### src/rtl/adam_obi_pkg.sv
// ---------------------------------------------------------------------------
// adam_obi_pkg
// Shared types and helpers for the OBI arbiter slice.
//   - pause_state_e : pause handshake FSM states (RUN, DRAIN, PAUSED)
//   - clog2_min1()  : index width helper that never returns zero. Use it for
//                     requester-ID (ID_T) and FIFO pointer widths.
// ---------------------------------------------------------------------------
package adam_obi_pkg;

  typedef enum logic [1:0] {
    RUN    = 2'd0,
    DRAIN  = 2'd1,
    PAUSED = 2'd2
  } pause_state_e;

  // A single-entry structure still needs one index bit.
  function automatic int unsigned clog2_min1(input int unsigned n);
    return (n > 1) ? $clog2(n) : 1;
  endfunction

endpackage

### src/rtl/adam_id_fifo.sv
// ---------------------------------------------------------------------------
// adam_id_fifo
// Synchronous FIFO of requester IDs. It holds one entry per outstanding OBI
// transaction so that responses can be steered back in order.
// Ports:
//   clk_i, rst_i   clock, synchronous active-high reset
//   push_i, data_i write an ID. The write is ignored when the FIFO is full.
//   pop_i          drop the head entry. The pop is ignored when the FIFO is
//                  empty.
//   head_o         oldest ID
//   full_o, empty_o, count_o   occupancy status
// A push and a pop in the same cycle are both honoured.
// ---------------------------------------------------------------------------
module adam_id_fifo
  import adam_obi_pkg::*;
#(
  parameter int unsigned DEPTH = 4,
  parameter int unsigned WIDTH = 1
) (
  input  logic                       clk_i,
  input  logic                       rst_i,
  input  logic                       push_i,
  input  logic [WIDTH-1:0]           data_i,
  input  logic                       pop_i,
  output logic [WIDTH-1:0]           head_o,
  output logic                       full_o,
  output logic                       empty_o,
  output logic [$clog2(DEPTH+1)-1:0] count_o
);

  localparam int unsigned PTR_W = clog2_min1(DEPTH);
  localparam int unsigned CNT_W = $clog2(DEPTH+1);

  logic [WIDTH-1:0] mem_q [DEPTH];
  logic [PTR_W-1:0] wr_ptr_q, wr_ptr_d;
  logic [PTR_W-1:0] rd_ptr_q, rd_ptr_d;
  logic [CNT_W-1:0] count_q, count_d;
  logic             push_ok, pop_ok;

  assign full_o  = (count_q == CNT_W'(DEPTH));
  assign empty_o = (count_q == '0);
  assign count_o = count_q;
  assign head_o  = mem_q[rd_ptr_q];

  assign push_ok = push_i && !full_o;
  assign pop_ok  = pop_i && !empty_o;

  // Pointers wrap explicitly, so any DEPTH works, including DEPTH == 1.
  always_comb begin
    wr_ptr_d = wr_ptr_q;
    rd_ptr_d = rd_ptr_q;
    count_d  = count_q;
    if (push_ok) begin
      wr_ptr_d = (wr_ptr_q == PTR_W'(DEPTH-1)) ? '0 : wr_ptr_q + 1'b1;
    end
    if (pop_ok) begin
      rd_ptr_d = (rd_ptr_q == PTR_W'(DEPTH-1)) ? '0 : rd_ptr_q + 1'b1;
    end
    case ({push_ok, pop_ok})
      2'b10:   count_d = count_q + 1'b1;
      2'b01:   count_d = count_q - 1'b1;
      default: count_d = count_q;
    endcase
  end

  always_ff @(posedge clk_i) begin
    if (rst_i) begin
      wr_ptr_q <= '0;
      rd_ptr_q <= '0;
      count_q  <= '0;
    end else begin
      wr_ptr_q <= wr_ptr_d;
      rd_ptr_q <= rd_ptr_d;
      count_q  <= count_d;
    end
  end

  // Storage needs no reset. The empty flag masks any stale contents.
  always_ff @(posedge clk_i) begin
    if (push_ok) begin
      mem_q[wr_ptr_q] <= data_i;
    end
  end

endmodule

### src/rtl/adam_obi_arbiter.sv
// ---------------------------------------------------------------------------
// adam_obi_arbiter
// Shares one OBI master port between NO_REQS OBI requesters.
//   - Round-robin arbitration. A request that has been presented but not yet
//     granted is locked, so it stays stable on the shared port.
//   - Responses are routed in order through an ID FIFO of outstanding
//     transactions (at most MAX_TRANS).
//   - A pause slave drains in-flight transactions before it acknowledges.
// Configuration macro: ADAM_OBI_ARBITER_FIXED_PRIO_EN
//   When this macro is defined, arbitration uses fixed priority and the
//   lowest index wins.
// Ports:
//   clk_i, rst_i                    clock, synchronous active-high reset
//   pause_req_i, pause_ack_o        pause handshake
//   req_i/gnt_o/addr_i/we_i/be_i/wdata_i  per-requester OBI request channel
//                                         (packed, port k at slice k)
//   rvalid_o/rready_i/rdata_o       per-requester response channel
//                                   (rdata_o is broadcast)
//   req_o/gnt_i/addr_o/we_o/be_o/wdata_o  shared OBI request channel
//   rvalid_i/rready_o/rdata_i       shared response channel
// Upstream requesters must be reset together with this block, because reset
// discards the outstanding-ID FIFO.
// ---------------------------------------------------------------------------
module adam_obi_arbiter
  import adam_obi_pkg::*;
#(
  parameter int unsigned ADDR_WIDTH = 32,
  parameter int unsigned DATA_WIDTH = 32,
  parameter int unsigned STRB_WIDTH = DATA_WIDTH/8,
  parameter int unsigned NO_REQS    = 2,
  parameter int unsigned MAX_TRANS  = 4
) (
  input  logic                          clk_i,
  input  logic                          rst_i,

  input  logic                          pause_req_i,
  output logic                          pause_ack_o,

  input  logic [NO_REQS-1:0]            req_i,
  output logic [NO_REQS-1:0]            gnt_o,
  input  logic [NO_REQS*ADDR_WIDTH-1:0] addr_i,
  input  logic [NO_REQS-1:0]            we_i,
  input  logic [NO_REQS*STRB_WIDTH-1:0] be_i,
  input  logic [NO_REQS*DATA_WIDTH-1:0] wdata_i,
  output logic [NO_REQS-1:0]            rvalid_o,
  input  logic [NO_REQS-1:0]            rready_i,
  output logic [NO_REQS*DATA_WIDTH-1:0] rdata_o,

  output logic                          req_o,
  input  logic                          gnt_i,
  output logic [ADDR_WIDTH-1:0]         addr_o,
  output logic                          we_o,
  output logic [STRB_WIDTH-1:0]         be_o,
  output logic [DATA_WIDTH-1:0]         wdata_o,
  input  logic                          rvalid_i,
  output logic                          rready_o,
  input  logic [DATA_WIDTH-1:0]         rdata_i
);

  localparam int unsigned ID_W  = clog2_min1(NO_REQS);
  localparam int unsigned CNT_W = $clog2(MAX_TRANS+1);

  typedef logic [ID_W-1:0] id_t;

  pause_state_e state_q, state_d;
  logic         lock_q, lock_d;
  id_t          locked_id_q, locked_id_d;
  id_t          rr_ptr;
  id_t          sel;
  id_t          head;
  logic         can_issue;
  logic         accept;
  logic         pop;
  logic         fifo_full;
  logic         fifo_empty;
  logic [CNT_W-1:0] fifo_count;

  // A locked request keeps ownership of the shared port. Otherwise the
  // first active requester at or after the pointer wins, wrapping around.
  always_comb begin
    logic found;
    int   idx;
    sel   = rr_ptr;
    found = 1'b0;
    idx   = 0;
    if (lock_q) begin
      sel = locked_id_q;
    end else begin
      for (int i = 0; i < int'(NO_REQS); i++) begin
        idx = int'(rr_ptr) + i;
        if (idx >= int'(NO_REQS)) begin
          idx = idx - int'(NO_REQS);
        end
        if (!found && req_i[idx]) begin
          sel   = id_t'(idx);
          found = 1'b1;
        end
      end
    end
  end

  // Only a locked request may still issue while draining. A full FIFO
  // blocks issue even in a cycle where a pop frees an entry.
  assign can_issue = ((state_q == RUN) || lock_q) && !fifo_full;
  assign req_o     = req_i[sel] && can_issue;
  assign accept    = req_o && gnt_i;

  assign addr_o  = addr_i[sel*ADDR_WIDTH +: ADDR_WIDTH];
  assign we_o    = we_i[sel];
  assign be_o    = be_i[sel*STRB_WIDTH +: STRB_WIDTH];
  assign wdata_o = wdata_i[sel*DATA_WIDTH +: DATA_WIDTH];

  // Grants pass straight through to the selected requester, and responses
  // go to the requester at the FIFO head.
  always_comb begin
    gnt_o          = '0;
    gnt_o[sel]     = accept;
    rvalid_o       = '0;
    rvalid_o[head] = rvalid_i && !fifo_empty;
  end

  assign rready_o = rready_i[head] && !fifo_empty;
  assign pop      = rvalid_i && rready_o;
  assign rdata_o  = {NO_REQS{rdata_i}};

  // A request that is presented but not granted holds the port until it is
  // granted, so the OBI request stays stable across arbitration.
  always_comb begin
    lock_d      = lock_q;
    locked_id_d = locked_id_q;
    if (req_o && !gnt_i) begin
      lock_d      = 1'b1;
      locked_id_d = sel;
    end else if (accept) begin
      lock_d = 1'b0;
    end
  end

`ifdef ADAM_OBI_ARBITER_FIXED_PRIO_EN
  // Scanning always starts at index 0, which gives fixed lowest-index priority.
  assign rr_ptr = '0;
`else
  id_t rr_ptr_q, rr_ptr_d;

  // After each accept, the requester after the winner gets first claim.
  always_comb begin
    rr_ptr_d = rr_ptr_q;
    if (accept) begin
      rr_ptr_d = (sel == id_t'(NO_REQS-1)) ? '0 : sel + 1'b1;
    end
  end

  always_ff @(posedge clk_i) begin
    if (rst_i) begin
      rr_ptr_q <= '0;
    end else begin
      rr_ptr_q <= rr_ptr_d;
    end
  end

  assign rr_ptr = rr_ptr_q;
`endif

  // Pause handshake. The block acknowledges only when nothing is locked and
  // nothing is outstanding. Dropping the request while draining resumes
  // normal operation without ever acknowledging.
  always_comb begin
    state_d = state_q;
    case (state_q)
      RUN: begin
        if (pause_req_i) state_d = DRAIN;
      end
      DRAIN: begin
        if (!pause_req_i) begin
          state_d = RUN;
        end else if (!lock_q && (fifo_count == '0)) begin
          state_d = PAUSED;
        end
      end
      PAUSED: begin
        if (!pause_req_i) state_d = RUN;
      end
      default: state_d = PAUSED;
    endcase
  end

  assign pause_ack_o = (state_q == PAUSED);

  always_ff @(posedge clk_i) begin
    if (rst_i) begin
      state_q     <= PAUSED;
      lock_q      <= 1'b0;
      locked_id_q <= '0;
    end else begin
      state_q     <= state_d;
      lock_q      <= lock_d;
      locked_id_q <= locked_id_d;
    end
  end

  adam_id_fifo #(
    .DEPTH (MAX_TRANS),
    .WIDTH (ID_W)
  ) u_id_fifo (
    .clk_i   (clk_i),
    .rst_i   (rst_i),
    .push_i  (accept),
    .data_i  (sel),
    .pop_i   (pop),
    .head_o  (head),
    .full_o  (fifo_full),
    .empty_o (fifo_empty),
    .count_o (fifo_count)
  );

`ifndef SYNTHESIS
  // A response with nothing outstanding is a downstream protocol error.
  // Such a response is ignored, because rready_o stays low.
  assert property (@(posedge clk_i) disable iff (rst_i) !(rvalid_i && fifo_empty));
`endif

endmodule

### config.mk
export PLATFORM = sky130hd
export DESIGN_NAME = adam_obi_arbiter
export DESIGN_NICKNAME = d
export VERILOG_FILES = /design/src/rtl/adam_obi_pkg.sv /design/src/rtl/adam_id_fifo.sv /design/src/rtl/adam_obi_arbiter.sv
export SDC_FILE = /design/constraint.sdc
export NUM_CORES = 1
export LEC_CHECK = 0
export CORE_AREA = 8 8 118 120
export CTS_BUF_LIST = sky130_fd_sc_hd__clkbuf_8 sky130_fd_sc_hd__clkbuf_16
export CTS_CLUSTER_DIAMETER = 30
export CTS_CLUSTER_SIZE = 8
export DETAILED_ROUTE_END_ITERATION = 10
export DIE_AREA = 0 0 126 128
export PLACE_DENSITY = 0.72
export SYNTH_ARGS = -nofsm -noshare
export SYNTH_HDL_FRONTEND = slang
export SYNTH_HIERARCHICAL = 1
export SYNTH_SLANG_ARGS = --single-unit
### constraint.sdc
create_clock -name clk_i -period 2.9 [get_ports clk_i]
set_input_delay 0.29 -clock clk_i [delete_from_list [all_inputs] [get_ports clk_i]]
set_output_delay 0.29 -clock clk_i [all_outputs]
set_load 0.05 [all_outputs]
# ---- Yosys cells after proc, flatten, opt, wreduce, memory -nomap -nowiden
# Memories as Yosys holds them, arrays and structs flattened. A register that Yosys moved wholly into a read port is not among the register bits.
# Index checks and enable logic that the tools add are counted.
dict set report word_totals {
  reg_bits 12
  latch_bits 0
  ramBits 4
  mem_bits_ro 0
  in_bits 179
  word_cells 103
  mem_count 1
}
dict set report op_classes {
  add_sub_neg 8
  multipliers 0
  n_div 0
  n_lt_le_gt_ge 8
  n_eq_ne 10
  shifts 3
  n_mux 40
  bitwise_logic 2
  n_reduce_logical 24
}
# name words word_bits rd rd_ports_with_merged_regs wr line
set mem_list {}
lappend mem_list {u_id_fifo.mem_q 4 1 1 1 1 adam_id_fifo.sv:34} ;# logic [WIDTH-1:0] mem_q [DEPTH];
# cell count
set ops {}
lappend ops {{2-to-1 mux 32 bit} 4}
lappend ops {{indexed part select 64 x 7 -> 32 bit} 2}
lappend ops {{< comparator 32 x 3 -> 1 bit (second input constant)} 2}
lappend ops {{2-to-1 mux 1 bit} 24}
lappend ops {{2-to-1 mux 2 bit} 8}
lappend ops {{logical AND 1 bit} 13}
lappend ops {{== test 2 bit (second input constant)} 4}
lappend ops {{indexed part select 8 x 4 -> 4 bit} 1}
lappend ops {{one-hot mux 2 bit (3 select lines)} 1}
lappend ops {{one-hot mux 3 bit (2 select lines)} 1}
lappend ops {{zero test 1 bit} 5}
lappend ops {{adder 2 x 1 -> 2 bit (second input constant)} 2}
lappend ops {{AND 2 bit} 2}
lappend ops {{== test 2 x 1 -> 1 bit (second input constant)} 2}
lappend ops {{< comparator 1 x 2 -> 1 bit (second input constant)} 2}
lappend ops {{inequality test 2 bit (second input constant)} 2}
lappend ops {{nonzero test 2 bit} 2}
lappend ops {{adder 3 x 1 -> 3 bit (second input constant)} 1}
lappend ops {{== test 3 bit (second input constant)} 1}
lappend ops {{zero test 3 bit} 1}
lappend ops {{inequality test 3 bit (second input constant)} 1}
lappend ops {{AND reduction 3 bit} 1}
lappend ops {{subtractor 1 x 2 -> 3 bit (second input constant)} 1}
lappend ops {{subtractor 2 x 2 -> 3 bit (second input constant)} 1}
lappend ops {{other kinds (9)} 11}

# ---- Longest topological paths before layout
dict set report logic_depth {
  ltp_word 19
  depth_mapped 12
}

# ---- Hierarchy
# The synthesis kept the hierarchy.
# module n_inst cells_each area_each_um2 seq_area_each_um2
set by_module_without_submodules {}
lappend by_module_without_submodules {adam_obi_arbiter 1 325 1655.3 100.1}
lappend by_module_without_submodules {adam_id_fifo 1 57 651.9 300.3}

# ---- Worst setup path after synthesis
# Ideal clock, no wire load.
dict set report synth_path {
  path_kind {reg2reg}
  from {reg (tool-made name)}
  to {reg u_id_fifo.count_q[2], in the netlist u_id_fifo/count_o[2]}
  setup_ps 70
  arrival_time_ps 3166
  required_time_ps 2830
  setup_slack_ps -336
  path_stages_with_launch 13
  path_buffers 0
  period_less_slack_ps 3236
  cell_sequence {dfxtp_1 mux4_2 mux2i_1 nor2_1 and2_1 o31ai_2 inv_1 ha_1 inv_1 fa_1 xor2_1 or3_1 a21oi_1}
}
# element line
set synth_rtl {}
lappend synth_rtl {{end signal: assignment} adam_id_fifo.sv:74} ;# count_q <= count_d;
lappend synth_rtl {{end: declaration} adam_id_fifo.sv:37} ;# logic [CNT_W-1:0] count_q, count_d;

==> out/results.ini <==
[cts]
cts.sinks=18
cts-root-buf=clkbuf_16
cts_setup_buffers=0
cts_resized=0
h-tree-depth=1
clkTransAtPathRegs_ps=50
cts_hold_buf=0
cts_buffer_depth=2
cts_tree=built
clkLatencyLatePin_ps=250
numCtsBuffers=3

[global_routing]
met2_usage_pct=18.8
grtUsageMet1_pct=12.1
met3_usage_pct=4.74
grt.busiest_layer=met2
grt_start_max_net_pins=44
grt_overflow=0
grt_pass1_vias=2713
gr-usage-all-layers_pct=11.1
antenna_found_initial=0
grt_pass1_wl_mm=14.6

[logic_synthesis]
async_flop_share_pct=0
syn_area_um2=2310
yosysWarnings=6
synth-main-ff-cell=dfxtp_1
syn_nets=568
ys_seq_elements=18
synth_cell_types=37
syn_avg_cell_area_um2=6.04
synth_edf_count=4
yosysSeqAreaShare_pct=17.4
synth_cells=382

[cells_and_area]
post-route-util_pct=33.9
fill_cells=1338
layout_commonest_cell=nand2_1
layout_common_cells=210 x nand2_1, 150 x clkdlybuf4s50_1, 78 x buf_4, 13 x dfxtp_1, 11 x nor2_1
fin_nets=722
synthToLayoutAreaGrowth_pct=79.4
diodes=0
drive_gt1_share_pct=17.6

[routing]
drtAntennaViolNets=0
num_vias=2687
drt_pass1_iterations=4
drt_iter0_drc=132
drc=0
drt-total-wl_mm=9.55
viasPerCell=3.92
wl_per_cell_um=13.9

[pwr]
p_leak_uw=0.00200
p_total_uw=1820
vdd_ir_drop_max_uv=182
p_per_area_nw_per_um2=440

[sta]
maxSlewHeadroom_pct=63.1
setup_viol=0
fin_crit_sh_pct=93.4
finClkSkew_ps=0.831
rsz0062_at_grt=no
hold_viol=0
finalWorstSetupSlack_ps=192
slew_viol_final=0
fin_crit_ps=2710
max_freq_mhz=369
finalSetupTns_ps=0
worstMarginPinSlew_ps=551

[floorplanning]
rows=41
initial_core_util_pct=18.9
io_pins=319
die-area_um2=16100
coreArea_um2=12200
chipHeight_um=128
dieWidth_um=126

[placement]
post-place-ws_ps=75.2
place_congestion=0.800
place_hpwl_mm=8.15
numPortBuffers=222

[status]
outcome=complete, no violations

[worst_setup_path]
end_kind=register
path_class=reg2reg
worstPathRequired_ps=3080
crit_path_start_kind=register
crit_fanout=4
cp.arrival_ps=2880

[min_path]
hold_path_class=reg2reg

[flow_run]
cap_violations=0

critical path: stages, from the launching register on:
cell	delay, ps
dfxtp_1	320
mux4_2	530
mux2i_1	170
nor2_4	90
and2_1	140
o31ai_2	100
inv_1	80
ha_1	190
inv_1	60
fa_1	370
xor2_1	150
or3_1	300
a21oi_1	130
Yosys cell counts (all sizes together) (2+ instances only):
cell type	number	area [µm²]
a21oi	5	28.8
and2	6	37.5
buf	71	515
clkbuf	9	33.8
dfxtp	14	280
edfxtp	4	120
ha	6	75.1
inv	10	37.5
mux2i	4	40.0
nand2	210	788
nand2b	3	18.8
nor2	12	45.0
nor2b	2	20.0
nor3	4	20.0
nor3b	2	26.3
o21ai	2	10.0
or3	2	12.5
xor2	2	17.5
path summary, 6_finish.rpt:
kind	start	endpoint	slack [ps]	depth (start not counted)
worst max register to register	register	u_id_fifo/count_o[2]$_SDFFE_PP0P_	190	12
worst min register to register	state_q[1]$_SDFFE_PP1P_	state_q[0]$_SDFFE_PP0P_	490	1
worst min-delay path	state_q[1]$_SDFFE_PP1P_	state_q[0]$_SDFFE_PP0P_	490	1
worst max-delay path	register	u_id_fifo/count_o[2]$_SDFFE_PP0P_	190	12
per-layer routing:
layer / wire length [µm] / up-vias / share of wire (%)
met5: 0 / - / 0
met4: 259 / 0 / 2.7
met3: 1010 / 25 / 11
met2: 4760 / 131 / 50
met1: 3520 / 1116 / 37
li1: - / 1415 / -
logic make-up (layout without fill, tap and decap cells):
kind of cell / after synthesis / count (layout) / share of synthesized area (%)
simple gates: 245 / 245 / 43.4
buf+inv: 90 / 243 / 25.4
flops: 18 / 18 / 17.4
compound gates: 14 / 14 / 5.59
fa+ha+maj: 7 / 7 / 4.12
mux: 6 / 6 / 3.36
xor+xnor: 2 / 2 / 0.759
through the flow:
step           hold WS (ps)  instance area (µm²)  cells
3_3_place_gp            485                 4060    681
3_5_place_dp            485                 4060    681
6_report                494                 4140    685
4_1_cts                 493                 4140    685
5_1_grt                 525                 4140    685
2_1_floorplan           362                 2320    382
final cells by class:
cell class / count / area (µm²) / area share, %
Clock buffer: 3 / 75.1 / 1.81
Multi-Input combinational cell: 274 / 1330 / 32.1
Tap cell: 150 / 188 / 4.53
Inverter: 10 / 37.5 / 0.907
Timing Repair Buffer: 229 / 2110 / 50.9
Clock inverter: 1 / 3.75 / 0.0907
Sequential cell: 18 / 402 / 9.70
where the power goes:
part | total, µW | switching [µW] | internal (µW)
logic | 1260 | 795 | 461
registers | 287 | 16.2 | 271
clock network | 277 | 93.9 | 183
Note: power is estimated with default switching activity, not from simulation.
